**config.mk**
```make
export PLATFORM = sky130hd
export DESIGN_NAME = multicycle_ctrl
export DESIGN_NICKNAME = d
export VERILOG_FILES = /design/src/rtl/cpu_pkg.sv /design/src/rtl/ctrl_decode.sv /design/src/rtl/multicycle_ctrl.sv
export SDC_FILE = /design/constraint.sdc
export NUM_CORES = 1
export LEC_CHECK = 0
export BUFFER_PORTS_ARGS = -buffer_cell sky130_fd_sc_hd__buf_2
export CORE_MARGIN = 1
export CORE_UTILIZATION = 46
export DETAILED_ROUTE_END_ITERATION = 6
export PLACE_DENSITY = 0.8
export SYNTH_ARGS = -nofsm -noshare
export SYNTH_HDL_FRONTEND = slang
export SYNTH_SLANG_ARGS = --single-unit
```
**constraint.sdc**
```tcl
create_clock -name clk -period 3.29 [get_ports clk]
set_input_delay 0.329 -clock clk [delete_from_list [all_inputs] [get_ports clk]]
set_output_delay 0.329 -clock clk [all_outputs]
set_load 0.02 [all_outputs]
```
**src/rtl/cpu_pkg.sv**
```systemverilog
// Shared definitions for the 8-bit multi-cycle CPU.
// The datapath, the control sequencer and the display decoder all use this package.
// Contents:
//   - opcode constants, taken from instr[7:6]
//   - controller state encodings, also shown on the debug display
//   - PC mux select codes
//   - ctrl_t: the bundle of datapath strobes and mux selects
//   - is_retire(): tells whether a state/opcode pair is the last step of an instruction
package cpu_pkg;

    localparam logic [1:0] OP_ADD = 2'b00;
    localparam logic [1:0] OP_LW  = 2'b01;
    localparam logic [1:0] OP_SW  = 2'b10;
    localparam logic [1:0] OP_JMP = 2'b11;

    localparam logic [2:0] S_FETCH  = 3'd0;
    localparam logic [2:0] S_DECODE = 3'd1;
    localparam logic [2:0] S_EXEC   = 3'd2;
    localparam logic [2:0] S_MEM    = 3'd3;
    localparam logic [2:0] S_WB     = 3'd4;
    localparam logic [2:0] S_HALT   = 3'd5;

    localparam logic [1:0] PC_SRC_INC = 2'b00;
    localparam logic [1:0] PC_SRC_JMP = 2'b01;

    typedef struct packed {
        logic       ir_we;
        logic       pc_we;
        logic [1:0] pc_src;
        logic       rf_we;
        logic       reg_dst;
        logic       alu_src;
        logic       mem_re;
        logic       mem_we;
        logic       mem_to_reg;
    } ctrl_t;

    // Each instruction retires in its final state:
    //   JMP in DECODE, SW in MEM, ADD and LW in WB.
    function automatic logic is_retire(input logic [2:0] st, input logic [1:0] op);
        return ((st == S_DECODE) && (op == OP_JMP)) ||
               ((st == S_MEM)    && (op == OP_SW))  ||
               (st == S_WB);
    endfunction

endpackage

```
**src/rtl/ctrl_decode.sv**
```systemverilog
// Combinational output decoder for the multi-cycle controller.
// Ports:
//   state   in   current controller state
//   opcode  in   opcode latched during FETCH
//   step_en in   advance pulse; every write strobe is qualified by it
//   ctrl    out  datapath strobes and mux selects
// Mux selects are Moore outputs, decoded from state and opcode only.
// Write strobes are additionally ANDed with step_en.
// As a result, each write happens exactly once per state, however long
// the controller waits in that state between step pulses.
module ctrl_decode
    import cpu_pkg::*;
(
    input  logic [2:0] state,
    input  logic [1:0] opcode,
    input  logic       step_en,
    output ctrl_t      ctrl
);

    always_comb begin
        ctrl = '0;
        case (state)
            S_FETCH: begin
                ctrl.ir_we  = step_en;
                ctrl.pc_we  = step_en;
                ctrl.pc_src = PC_SRC_INC;
            end
            S_DECODE: begin
                if (opcode == OP_JMP) begin
                    ctrl.pc_we  = step_en;
                    ctrl.pc_src = PC_SRC_JMP;
                end
            end
            S_EXEC: begin
                ctrl.alu_src = (opcode != OP_ADD);
            end
            S_MEM: begin
                ctrl.alu_src = 1'b1;
                ctrl.mem_re  = (opcode == OP_LW);
                ctrl.mem_we  = (opcode == OP_SW) && step_en;
            end
            S_WB: begin
                ctrl.rf_we      = step_en;
                ctrl.reg_dst    = (opcode == OP_ADD);
                ctrl.mem_to_reg = (opcode == OP_LW);
                // Keep the memory read enabled so its data is stable for write-back.
                ctrl.mem_re     = (opcode == OP_LW);
            end
            default: ctrl = '0;
        endcase
    end

endmodule

```
**src/rtl/multicycle_ctrl.sv**
```systemverilog
// Multi-cycle control sequencer for the 8-bit CPU datapath.
// Each instruction steps through FETCH, DECODE, EXEC, MEM and WB.
// The controller moves to the next step only on step_en pulses.
// It also counts retired instructions and can halt cleanly at an
// instruction boundary.
// Ports:
//   clk, Reset          clock; synchronous active-high reset
//   step_en             advance pulse from the clock divider
//   instr               instruction memory data at the current PC
//   halt_req            level; stop once the current instruction retires
//   ir_we .. mem_to_reg datapath strobes and mux selects
//   state               current state (registered), for the display
//   instr_done          combinational pulse on the retiring step
//   retired             retired-instruction count (registered, wraps)
//   halted              controller is in HALT (registered)
module multicycle_ctrl
    import cpu_pkg::*;
#(
    parameter int OP_W  = 2,
    parameter int CNT_W = 8
) (
    input  logic             clk,
    input  logic             Reset,
    input  logic             step_en,
    input  logic [7:0]       instr,
    input  logic             halt_req,
    output logic             ir_we,
    output logic             pc_we,
    output logic [1:0]       pc_src,
    output logic             rf_we,
    output logic             reg_dst,
    output logic             alu_src,
    output logic             mem_re,
    output logic             mem_we,
    output logic             mem_to_reg,
    output logic [2:0]       state,
    output logic             instr_done,
    output logic [CNT_W-1:0] retired,
    output logic             halted
);

    logic [2:0]       state_q;
    logic [2:0]       state_d;
    logic [OP_W-1:0]  opcode_q;
    logic [CNT_W-1:0] retired_q;
    logic             halted_q;
    logic             retire;
    logic [2:0]       done_target;
    ctrl_t            ctrl;
    ctrl_t            ctrl_g;

    ctrl_decode u_decode (
        .state   (state_q),
        .opcode  (opcode_q),
        .step_en (step_en),
        .ctrl    (ctrl)
    );

    assign retire      = is_retire(state_q, opcode_q) && step_en && !Reset;
    assign done_target = halt_req ? S_HALT : S_FETCH;

    always_comb begin
        state_d = state_q;
        case (state_q)
            S_FETCH:  if (step_en) state_d = S_DECODE;
            S_DECODE: if (step_en) state_d = (opcode_q == OP_JMP) ? done_target : S_EXEC;
            S_EXEC:   if (step_en) state_d = (opcode_q == OP_ADD) ? S_WB : S_MEM;
            S_MEM: begin
                if (step_en) begin
                    if (opcode_q == OP_LW)      state_d = S_WB;
                    else if (opcode_q == OP_SW) state_d = done_target;
                    else                        state_d = S_FETCH;
                end
            end
            S_WB:     if (step_en) state_d = done_target;
            S_HALT:   if (step_en && !halt_req) state_d = S_FETCH;
            // Unused codes recover to FETCH without waiting for a step.
            default:  state_d = S_FETCH;
        endcase
    end

    always_ff @(posedge clk) begin
        if (Reset) begin
            state_q   <= S_FETCH;
            opcode_q  <= '0;
            retired_q <= '0;
            halted_q  <= 1'b0;
        end else begin
            state_q  <= state_d;
            halted_q <= (state_d == S_HALT);
            if ((state_q == S_FETCH) && step_en)
                opcode_q <= instr[7 -: OP_W];
            if (retire)
                retired_q <= retired_q + CNT_W'(1);
        end
    end

    // Reset overrides the decoder, so nothing is written while Reset is held.
    assign ctrl_g = Reset ? '0 : ctrl;

    assign ir_we      = ctrl_g.ir_we;
    assign pc_we      = ctrl_g.pc_we;
    assign pc_src     = ctrl_g.pc_src;
    assign rf_we      = ctrl_g.rf_we;
    assign reg_dst    = ctrl_g.reg_dst;
    assign alu_src    = ctrl_g.alu_src;
    assign mem_re     = ctrl_g.mem_re;
    assign mem_we     = ctrl_g.mem_we;
    assign mem_to_reg = ctrl_g.mem_to_reg;
    assign state      = state_q;
    assign instr_done = retire;
    assign retired    = retired_q;
    assign halted     = halted_q;

endmodule

```
# Word level (Yosys, flattened, before mapping)
# Cells that the tools add are included.
# Widths: inputs -> output; s select.
# totals
regBits,14
in_bits,12
out_inout_bits,23
elab_cells,50
# op_classes
addsub,1
n_eq_ne,9
mux,21
n_reduce_logical,15
# ops
op,n
$mux 3,12
$pmux 3 s6,1
$mux 10,1
$eq 3x3->1 const B,3
$add 8x1->8 const B,1
$logic_and 1x1->1,7
$eq 3x2->1 const B,2
$pmux 3 s2,1
$eq 2x2->1 const B,2
$mux 1,4
$eq 3x1->1 const B,1
$logic_not 3->1,1
$eq 2x1->1 const B,1
$logic_not 1->1,2
$logic_not 2->1,1
$logic_or 1x1->1,2
$mux 2,1
$pmux 1 s2,1
$reduce_bool 2->1,1
$reduce_or 2->1,1

# Depth between registers and ports, before layout
# Gate-level depths: netlist of run 1.
# depth
depth_word,6
depth_mapped,6
depth_no_buf,4

# Cells and area by module
# Synthesis of run 1 repeated with hierarchy kept, for this count alone.
# hier_totals
hier_cells,118
hier_area_um2,948.4
# by_module_without_submodules
mod,n_inst,cells_per_inst,area_per_inst_um2,seq_area_each_um2
multicycle_ctrl,1,99,825.8,280.3
ctrl_decode,1,19,122.6,0.0

# Worst setup path before layout of run 1
# Ideal clock, no wire load.
# synth_path
path_type,reg-to-reg
start,register state_q[2] (netlist: state[2])
end,register retired_q[1] (netlist: retired[1])
setup_time_ns,0.121
arrival_ns,1.914
required_ns,3.169
slack_ns,1.255
path_stages_with_launch,6
n_path_buf,1
synth_period_minus_slack_ns,2.035
cell_sequence,dfxtp_1 or3b_4 o31a_1 buf_6 nor2_1 mux2_2
# synth_via
elab_chain_len,6
elab_cells_between_ends,9
classes_between,3 x eq/ne; 6 x reduce/logical
# synth_lines
element,line,source
from (decl),multicycle_ctrl.sv:42,logic [2:0] state_q;
from (signal assigned),multicycle_ctrl.sv:89,state_q <= state_d;
$eq 3x1->1 / $eq 3x2->1 (equally long branches),"cpu_pkg.sv:41, cpu_pkg.sv:42",
"$logic_and 1x1->1, on equally long branches","cpu_pkg.sv:41, cpu_pkg.sv:42",
$logic_or 1x1->1,cpu_pkg.sv:41,return ((st == S_DECODE) && (op == OP_JMP)) ||
$logic_or 1x1->1 (*),cpu_pkg.sv:42,((st == S_MEM) && (op == OP_SW)) ||
$logic_and 1x1->1 (*) (2 in a row),multicycle_ctrl.sv:59,"assign retire = is_retire(state_q, opcode_q) && step_en && !Reset;"
net instr_done,multicycle_ctrl.sv:37,"output logic instr_done,"
to (signal assigned),multicycle_ctrl.sv:94,retired_q <= retired_q + CNT_W'(1);
to (decl),multicycle_ctrl.sv:45,logic [CNT_W-1:0] retired_q;
# The timed path passes the listed nets; every way through them passes the cells marked *.
# A chain may end at the register's enable or synchronous reset.

# Worst setup path after layout of run 1
# layout_path
start,register state_q[2] (netlist: state[2])
end,output port instr_done
# layout_via
elab_chain_len,6
elab_cells_between_ends,9
classes_between,3 x eq/ne; 6 x reduce/logical
# layout_lines
element,line
$eq 3x1->1 / $eq 3x2->1 (equally long branches),"cpu_pkg.sv:41, cpu_pkg.sv:42"
"$logic_and 1x1->1, on equally long branches","cpu_pkg.sv:41, cpu_pkg.sv:42"
$logic_or 1x1->1,cpu_pkg.sv:41
$logic_or 1x1->1 (*),cpu_pkg.sv:42
$logic_and 1x1->1 (*) (2 in a row),multicycle_ctrl.sv:59
to (decl),multicycle_ctrl.sv:37
# Every way passes the cells marked *; elsewhere a longest branch is shown, timed or not.

==> results.json, run 1 <==
{
  "status": "completed",
  "synth_xor_xnor_area_share_pct": 2.02,
  "peakVddDrop_uv": 270,
  "total_power_uw": 372,
  "area_growth_pct": 16.3,
  "num_rows": 15,
  "port_buffers": 27,
  "syn-instance-count": 107,
  "cts_buffers": 3,
  "syn-num-nets": 120,
  "ys_seq_elements": 14,
  "die_h_um": 45.4,
  "end_kind": "output port",
  "nets": 141,
  "ys_types": 37,
  "fmax_mhz": 427,
  "clock-sinks": 14,
  "cts_hold_buf": 0,
  "drt_iter0_markers": 44,
  "synth-compound-area-share_pct": 19.5,
  "finalWirelength_mm": 2.02,
  "clock-root-buffer": "clkbuf_4",
  "grtUsageMet2_pct": 32.6,
  "cp.required_ns": 2.96,
  "via_per_inst": 5.84,
  "ctsResizeCount": 0,
  "worst_pin_slew_ns": 0.529,
  "rsz0062_at_grt": "no",
  "synthAdderAreaFrac_pct": 1.44,
  "cp_max_fo": 16,
  "setup_ws_ns": 0.946,
  "initial_core_util_pct": 49.7,
  "place_inst": 148,
  "cts_tree": "yes",
  "postPlaceCellArea_um2": 972,
  "synth_top_family_by_area": "simple AND/OR/NAND/NOR gates",
  "grt_max_degree": 19,
  "final_cells": 152,
  "synthSimpleGateAreaFrac_pct": 33.2,
  "grt-ovfl-total": 0,
  "hold_viol_final": 0,
  "ios": 35,
  "yosysSeqAreaShare_pct": 32.3,
  "grt_pass1_wl_mm": 3.27,
  "grt_pass1_vias": 749,
  "clock_skew_ns": 0.00207,
  "grt.busiest_layer": "met2",
  "syn-cell-area_um2": 867,
  "grtUsageMet3_pct": 2.78,
  "post-cts-setup-buffer-count": 0,
  "relSlewSlack_pct": 64.7,
  "drv_slew": 0,
  "hold_path_class": "input port to flop",
  "dpl_worst_slack_ns": 1.24,
  "core_mm2": 0.00175,
  "clkLatencyLatePin_ns": 0.28,
  "clockBufferDepth": 2,
  "final_layout_size_suffix_gt1_share_pct": 27.6,
  "wl_per_cell_um": 13.3,
  "drt.antenna.violating_nets": 0,
  "antenna_found_initial": 0,
  "fp.dieW_um": 45.4,
  "gp_congestion": 0.760,
  "synthMuxAreaShare_pct": 3.61,
  "crit_path_start_kind": "flop",
  "num_antenna_cells": 0,
  "stdcell_area_mm2": 0.00101,
  "layout_common_cells": "buf_2 (27), dfxtp_1 (14), a21oi_1 (10), nand2b_1 (7)",
  "drc_errors": 0,
  "setup_tns_ns": 0,
  "via_count": 887,
  "dpl.hpwl_mm": 1.36,
  "die_area_mm2": 0.00206,
  "setup_viol_count_final": 0,
  "syn_avg_cell_area_um2": 8.10,
  "critPathArrivalTime_ns": 2.01,
  "fin_crit_ns": 2.34,
  "cap_violations": 0,
  "finalCritPeriodShare_pct": 71.2,
  "final_common_cell": "buf_2",
  "power.density_mw_per_mm2": 369,
  "dr.pass1.iters": 4,
  "grtUsageTotal_pct": 21.6,
  "use_met1_pct": 30.0,
  "clkSlewWorstSetupHoldPaths_ns": 0.09,
  "ys.warnings.count": 0,
  "crit_type": "flop to output port",
  "leakage_uw": 0.000418,
  "htree_levels": 1
}
==> routing by layer <==
metal,vias up,part of all wire [%],wire length [µm]
li1,435,-,-
met1,414,47,951
met2,32,47,944
met3,6,4.2,84
met4,0,2.0,40
met5,-,0,0
==> cell usage after synthesis (all sizes together) <==
master  instances  area [µm²]
conb            1        3.75
nor2            5        18.8
nor3            4        20.0
a21boi          1        7.51
o31ai           4        30.0
nand2           3        11.3
ha              1        12.5
o32ai           2        17.5
o21a            1        7.51
o21ai           3        15.0
nor2b           4        25.0
nand3           3        15.0
or4             4        30.0
nand3b          1        7.51
or3b            2        20.0
nand4           3        18.8
o211a           1        10.0
inv             1        3.75
nand2b          7        43.8
buf             3        30.0
xor2            1        8.76
nor4            5        31.3
a21oi          10        50.1
a211oi          3        22.5
or3             3        18.8
dfxtp          14         280
nor4b           1        8.76
or2             1        6.26
xnor2           1        8.76
mux2            1        11.3
and3            2        12.5
o31a            1        8.76
clkbuf          8        31.3
mux2i           2        20.0
==> through the flow <==
stage | hold WS, ns | util [%]
final | 0.276 | 57.8
after global routing | 0.295 | 57.8
after CTS | 0.277 | 57.8
after detailed placement | 0.477 | 55.7
after global placement | 0.461 | 55.7
after floorplan | 0.476 | -
==> cell families after synthesis <==
kind of cell               Yosys count
xor gates and xnor gates             2
adders and majority gates            1
and+or+nand+nor                     48
buffers and inverters               12
other                                1
muxes                                3
AOI/OAI and AO/OA                   26
DFF                                 14
==> sequential cells by signal, indices dropped and copies added, names as in the netlist <==
name	flops
state	3
opcode_q	2
halted	1
retired	8
==> where the power goes <==
part / internal (µW) / leakage (µW) / total [µW] / switching (µW)
clock: 67.4 / 0.0000210 / 127 / 59.7
sequential: 174 / 0.000113 / 189 / 14.7
combinational: 22.2 / 0.000283 / 55.8 / 33.6
total: 264 / 0.000418 / 372 / 108
==> final cells by class <==
class                   instances  area [µm²]
flip-flops and latches         14         280
multi-input cells              81         522
repair buffers                 27         135
clock buffers                   4        36.3
well taps                      25        31.3
fillers                       172         737
inverters                       1        3.75
==> critical path, cell delays in order (launching register included) <==
cell	delay (ns)
dfxtp_1	0.64
or3b_4	0.47
o31a_1	0.25
nor2_1	0.18
buf_2	0.19
==> final timing paths <==
kind	from	to	slack, ns	depth (start not counted)
worst min-delay path	instr[7]	opcode_q[1]$_SDFFE_PP0P_	0.28	3
worst max-delay path	state[2]$_SDFF_PP0_	instr_done	0.95	4
worst min register to register	retired[7]$_SDFFE_PP0P_	retired[7]$_SDFFE_PP0P_	0.48	2
worst max register to register	state[2]$_SDFF_PP0_	retired[6]$_SDFFE_PP0P_	1.18	4
Power figures use the tool's default switching activity.
==> run 2, diff against run 1 <==
Clock period 3.29 ns to 2.3 ns, I/O delays scaled along.
==> run 2 against run 1 <==
  * Wire length rose by 2.0%
  * Register-to-register slack got worse by 0.81 ns
  * Combinational power rose by 54%
  * Non-clock buffer count rose by 2
  * Critical path type unchanged
  * Largest cell class unchanged
==> results.json, run 2 (synthesis results as in run 1) <==
{
  "clkSlewWorstSetupHoldPaths_ns": 0.09,
  "gp_congestion": 0.781,
  "final_cells": 154,
  "path_cells": "xnor2_1 -> o31a_1 -> nor2_1 -> buf_2",
  "ctsResizeCount": 0,
  "place_inst": 150,
  "power.density_mw_per_mm2": 519,
  "clock_skew_ns": 0.00424,
  "grt_max_degree": 19,
  "end_kind": "output port",
  "status": "completed",
  "htree_levels": 1,
  "cts_hold_buf": 0,
  "clkLatencyLatePin_ns": 0.28,
  "holdWs_ns": 0.182,
  "initial_core_util_pct": 49.7,
  "core_mm2": 0.00175,
  "setup_viol_count_final": 0,
  "cap_violations": 0,
  "finalWirelength_mm": 2.06,
  "critPathMaxStageDelay_ns": 0.58,
  "grt-ovfl-total": 0,
  "hold_viol_final": 0,
  "nets": 143,
  "die_h_um": 45.4,
  "die_area_mm2": 0.00206,
  "final_layout_size_suffix_gt1_share_pct": 28.7,
  "crit_path_start_kind": "flop",
  "critPathArrivalTime_ns": 1.83,
  "fin_crit_ns": 2.06,
  "clock-root-buffer": "clkbuf_4",
  "fmax_mhz": 485,
  "clockBufferDepth": 2,
  "port_buffers": 27,
  "cp.required_ns": 2.07,
  "dpl_worst_slack_ns": 0.407,
  "peakVddDrop_uv": 478,
  "cts_tree": "yes",
  "dpl.hpwl_mm": 1.46,
  "final_common_cell": "buf_2",
  "dr.pass1.iters": 4,
  "num_rows": 15,
  "num_antenna_cells": 0,
  "via_count": 901,
  "area_growth_pct": 18.0,
  "drt.antenna.violating_nets": 0,
  "post-cts-setup-buffer-count": 0,
  "hold_path_class": "input port to flop",
  "finalCritPeriodShare_pct": 89.7,
  "ios": 35,
  "antenna_found_initial": 0,
  "drt_iter0_markers": 21,
  "total_power_uw": 532,
  "grt_pass1_vias": 746,
  "via_per_inst": 5.85,
  "setup_ws_ns": 0.238,
  "largest_reg_flops": 8,
  "setup_tns_ns": 0,
  "drv_slew": 0,
  "grtUsageTotal_pct": 21.8,
  "leakage_uw": 0.000428,
  "rsz0062_at_grt": "no",
  "crit_type": "flop to output port",
  "critPathSlowestCell": "dfxtp_1",
  "wl_per_cell_um": 13.4,
  "cts_buffers": 3,
  "drc_errors": 0,
  "fp.dieW_um": 45.4,
  "cp_max_fo": 15,
  "clock-sinks": 14,
  "grt_pass1_wl_mm": 3.30,
  "layout_common_cells": "buf_2 (27), dfxtp_1 (14), a21oi_1 (10), nand2b_1 (7)"
}
==> run 2: area by class of cell <==
type / instances / area, µm²
Timing Repair Buffer: 29 / 150
Clock buffer: 4 / 36.3
Inverter: 1 / 3.75
Sequential cell: 14 / 280
Tap cell: 25 / 31.3
Fill cell: 167 / 722
Multi-Input combinational cell: 81 / 522
==> run 2: per-stage QoR <==
stage / instance area, µm² / utilization [%]
global placement: 987 / 56.6
detailed placement: 987 / 56.6
CTS: 1020 / 58.6
global route: 1020 / 58.6
floorplan: 867 / -
finish: 1020 / 58.6
==> run 2: per-layer routing <==
metal	up-vias	track usage, %	wire, µm
met5	-	0	0
met3	4	3.97	116
li1	441	-	-
met4	0	9.70	25
met2	38	32.6	994
met1	418	30.2	924
==> run 2: worst max-delay path, delay by kind of cell (launching register included) <==
| family | cells | cell delay [ns] |
|---|---|---|
| flip-flops | 1 | 0.58 |
| AO/OA/AOI/OAI | 1 | 0.45 |
| AND/OR/NAND/NOR | 1 | 0.19 |
| buffers and inverters | 1 | 0.19 |
| XOR/XNOR | 1 | 0.15 |
==> run 2: path summary, 6_finish.rpt <==
kind,start,end,slack (ns),cells past startpoint
worst max-delay path,opcode_q[0]$_SDFFE_PP0P_,instr_done,0.24,4
worst max register to register,opcode_q[0]$_SDFFE_PP0P_,retired[6]$_SDFFE_PP0P_,0.37,4
worst min-delay path,instr[6],opcode_q[0]$_SDFFE_PP0P_,0.18,3
worst min register to register,retired[5]$_SDFFE_PP0P_,retired[5]$_SDFFE_PP0P_,0.50,2
==> run 2: where the power goes <==
group / total, µW / switching, µW / internal, µW
combinational: 85.9 / 51.9 / 34.0
clock: 179 / 83.3 / 96.1
sequential: 266 / 17.3 / 249
==> run 3, diff against run 2 <==
Settings changed: PLACE_DENSITY 0.8 to 0.75.
Clock period 2.3 ns to 2.4 ns, I/O delays scaled along.
==> run 3 against run 2 <==
  * Combinational power down 9.0%
  * Non-clock buffer count down 1
  * Total power down 13%
==> results.json, run 3 (synthesis results as in run 1) <==
{
  "status": "completed",
  "largest_reg_flops": 8,
  "num_antenna_cells": 0,
  "r2r-start": "state[1]$_SDFF_PP0_",
  "final_common_cell": "buf_2",
  "area_growth_pct": 15.6,
  "place_inst": 149,
  "layout_common_cells": "buf_2 (27), dfxtp_1 (14), a21oi_1 (10), nand2b_1 (7)",
  "port_buffers": 27,
  "die_area_mm2": 0.00206,
  "grt_pass1_vias": 672,
  "crit_path_start": "state[1]$_SDFF_PP0_",
  "fp.dieW_um": 45.4,
  "critPathArrivalTime_ns": 1.93,
  "drv_slew": 0,
  "leakage_uw": 0.000416,
  "ios": 35,
  "setup_viol_count_final": 0,
  "grt_pass1_wl_mm": 3.07,
  "setup_tns_ns": 0,
  "final_layout_size_suffix_gt1_share_pct": 27.6,
  "power.density_mw_per_mm2": 463,
  "cts_hold_buf": 0,
  "clkSlewWorstSetupHoldPaths_ns": 0.08,
  "drt.antenna.violating_nets": 0,
  "regArea_um2": 280,
  "fmax_mhz": 460,
  "rsz0062_at_grt": "no",
  "cp_max_fo": 17,
  "gp_congestion": 0.831,
  "die_h_um": 45.4,
  "peakVddDrop_uv": 376,
  "clockBufferDepth": 2,
  "cts_buffers": 3,
  "ctsResizeCount": 0,
  "grt_max_degree": 19,
  "clock-sinks": 14,
  "final_cells": 152,
  "worst_pin_slew_ns": 0.536,
  "end_kind": "output port",
  "cp.required_ns": 2.16,
  "post-cts-setup-buffer-count": 0,
  "grtUsageTotal_pct": 20.5,
  "cap_violations": 0,
  "finalCritPeriodShare_pct": 90.6,
  "r2r_end": "retired[6]$_SDFFE_PP0P_",
  "ff2ff_path_depth": 4,
  "dr.pass1.iters": 4,
  "relSlewSlack_pct": 64.2,
  "crit_type": "flop to output port",
  "clkLatencyLatePin_ns": 0.28,
  "n_fill_cell": 166,
  "grt-ovfl-total": 0,
  "rrSetupSlack_ns": 0.37,
  "initial_core_util_pct": 49.7,
  "num_rows": 15,
  "hold_path_class": "input port to flop",
  "antenna_found_initial": 0,
  "nets": 142,
  "drc_errors": 0,
  "hold_viol_final": 0,
  "via_count": 877,
  "drt_iter0_markers": 21,
  "finalWirelength_mm": 2.01,
  "crit_path_start_kind": "flop",
  "dpl.hpwl_mm": 1.35,
  "fin_crit_ns": 2.17,
  "clock-root-buffer": "clkbuf_4",
  "multi_input_comb_area_um2": 522,
  "cts_tree": "yes",
  "clock_skew_ns": 0.00229,
  "endpoint": "instr_done",
  "core_mm2": 0.00175,
  "htree_levels": 1,
  "via_per_inst": 5.77,
  "wl_per_cell_um": 13.2
}
==> run 3: cell count changes in the layout (fill, tap and decap cells not counted), sizes merged <==
| cell | before | now |
|---|---|---|
| clkbuf | 4 | 3 |
| buf | 29 | 28 |
==> run 3: area by class of cell <==
cell class              count  share of cell area (%)
multi-input cells          81                    52.1
flip-flops and latches     14                    28.0
repair buffers             28                    14.2
well taps                  25                    3.12
clock buffers               3                    2.25
inverters                   1                   0.375
==> run 3: per-layer routing <==
metal / GRT usage [%] / part of all wire, % / vias up
li1: - / - / 439
met1: 29.0 / 46 / 407
met3: 5.95 / 4.9 / 3
met5: 0 / 0 / -
met4: 6.67 / 0.55 / 0
met2: 29.4 / 48 / 28
==> run 3: how the worst min path moves through the flow <==
stage          slack (ns)  depth (start not counted)               startpoint                       end
2_1_floorplan        0.39                          2                 instr[6]  opcode_q[0]$_SDFFE_PP0P_
3_3_place_gp         0.46                          2  retired[7]$_SDFFE_PP0P_   retired[7]$_SDFFE_PP0P_
3_5_place_dp         0.47                          2  retired[7]$_SDFFE_PP0P_   retired[7]$_SDFFE_PP0P_
4_1_cts              0.19                          3                 instr[6]  opcode_q[0]$_SDFFE_PP0P_
5_1_grt              0.19                          3                 instr[6]  opcode_q[0]$_SDFFE_PP0P_
6_report             0.19                          3                 instr[7]  opcode_q[1]$_SDFFE_PP0P_
==> run 3: metrics by stage <==
step	utilization (%)	power [µW]	cell area (µm²)	worst slack [ns]	hold slack (ns)
global route	57.4	488	1000	0.0465	0.186
global placement	56.1	336	980	0.492	0.461
finish	57.4	464	1000	0.225	0.194
CTS	57.4	469	1000	0.254	0.192
floorplan	-	324	867	0.365	0.387
detailed placement	56.1	340	980	0.401	0.473
==> run 3: report_power, final <==
part / internal (µW) / total, µW / switching (µW)
Sequential: 239 / 257 / 18.6
Combinational: 31.1 / 78.2 / 47.1
Clock: 58.2 / 129 / 70.3
Total: 328 / 464 / 136
==> run 3: worst max-delay path, cell delays in order (launching register included) <==
cell,delay [ns]
dfxtp_1,0.66
or3b_4,0.27
o31a_1,0.43
nor2_1,0.12
buf_2,0.18
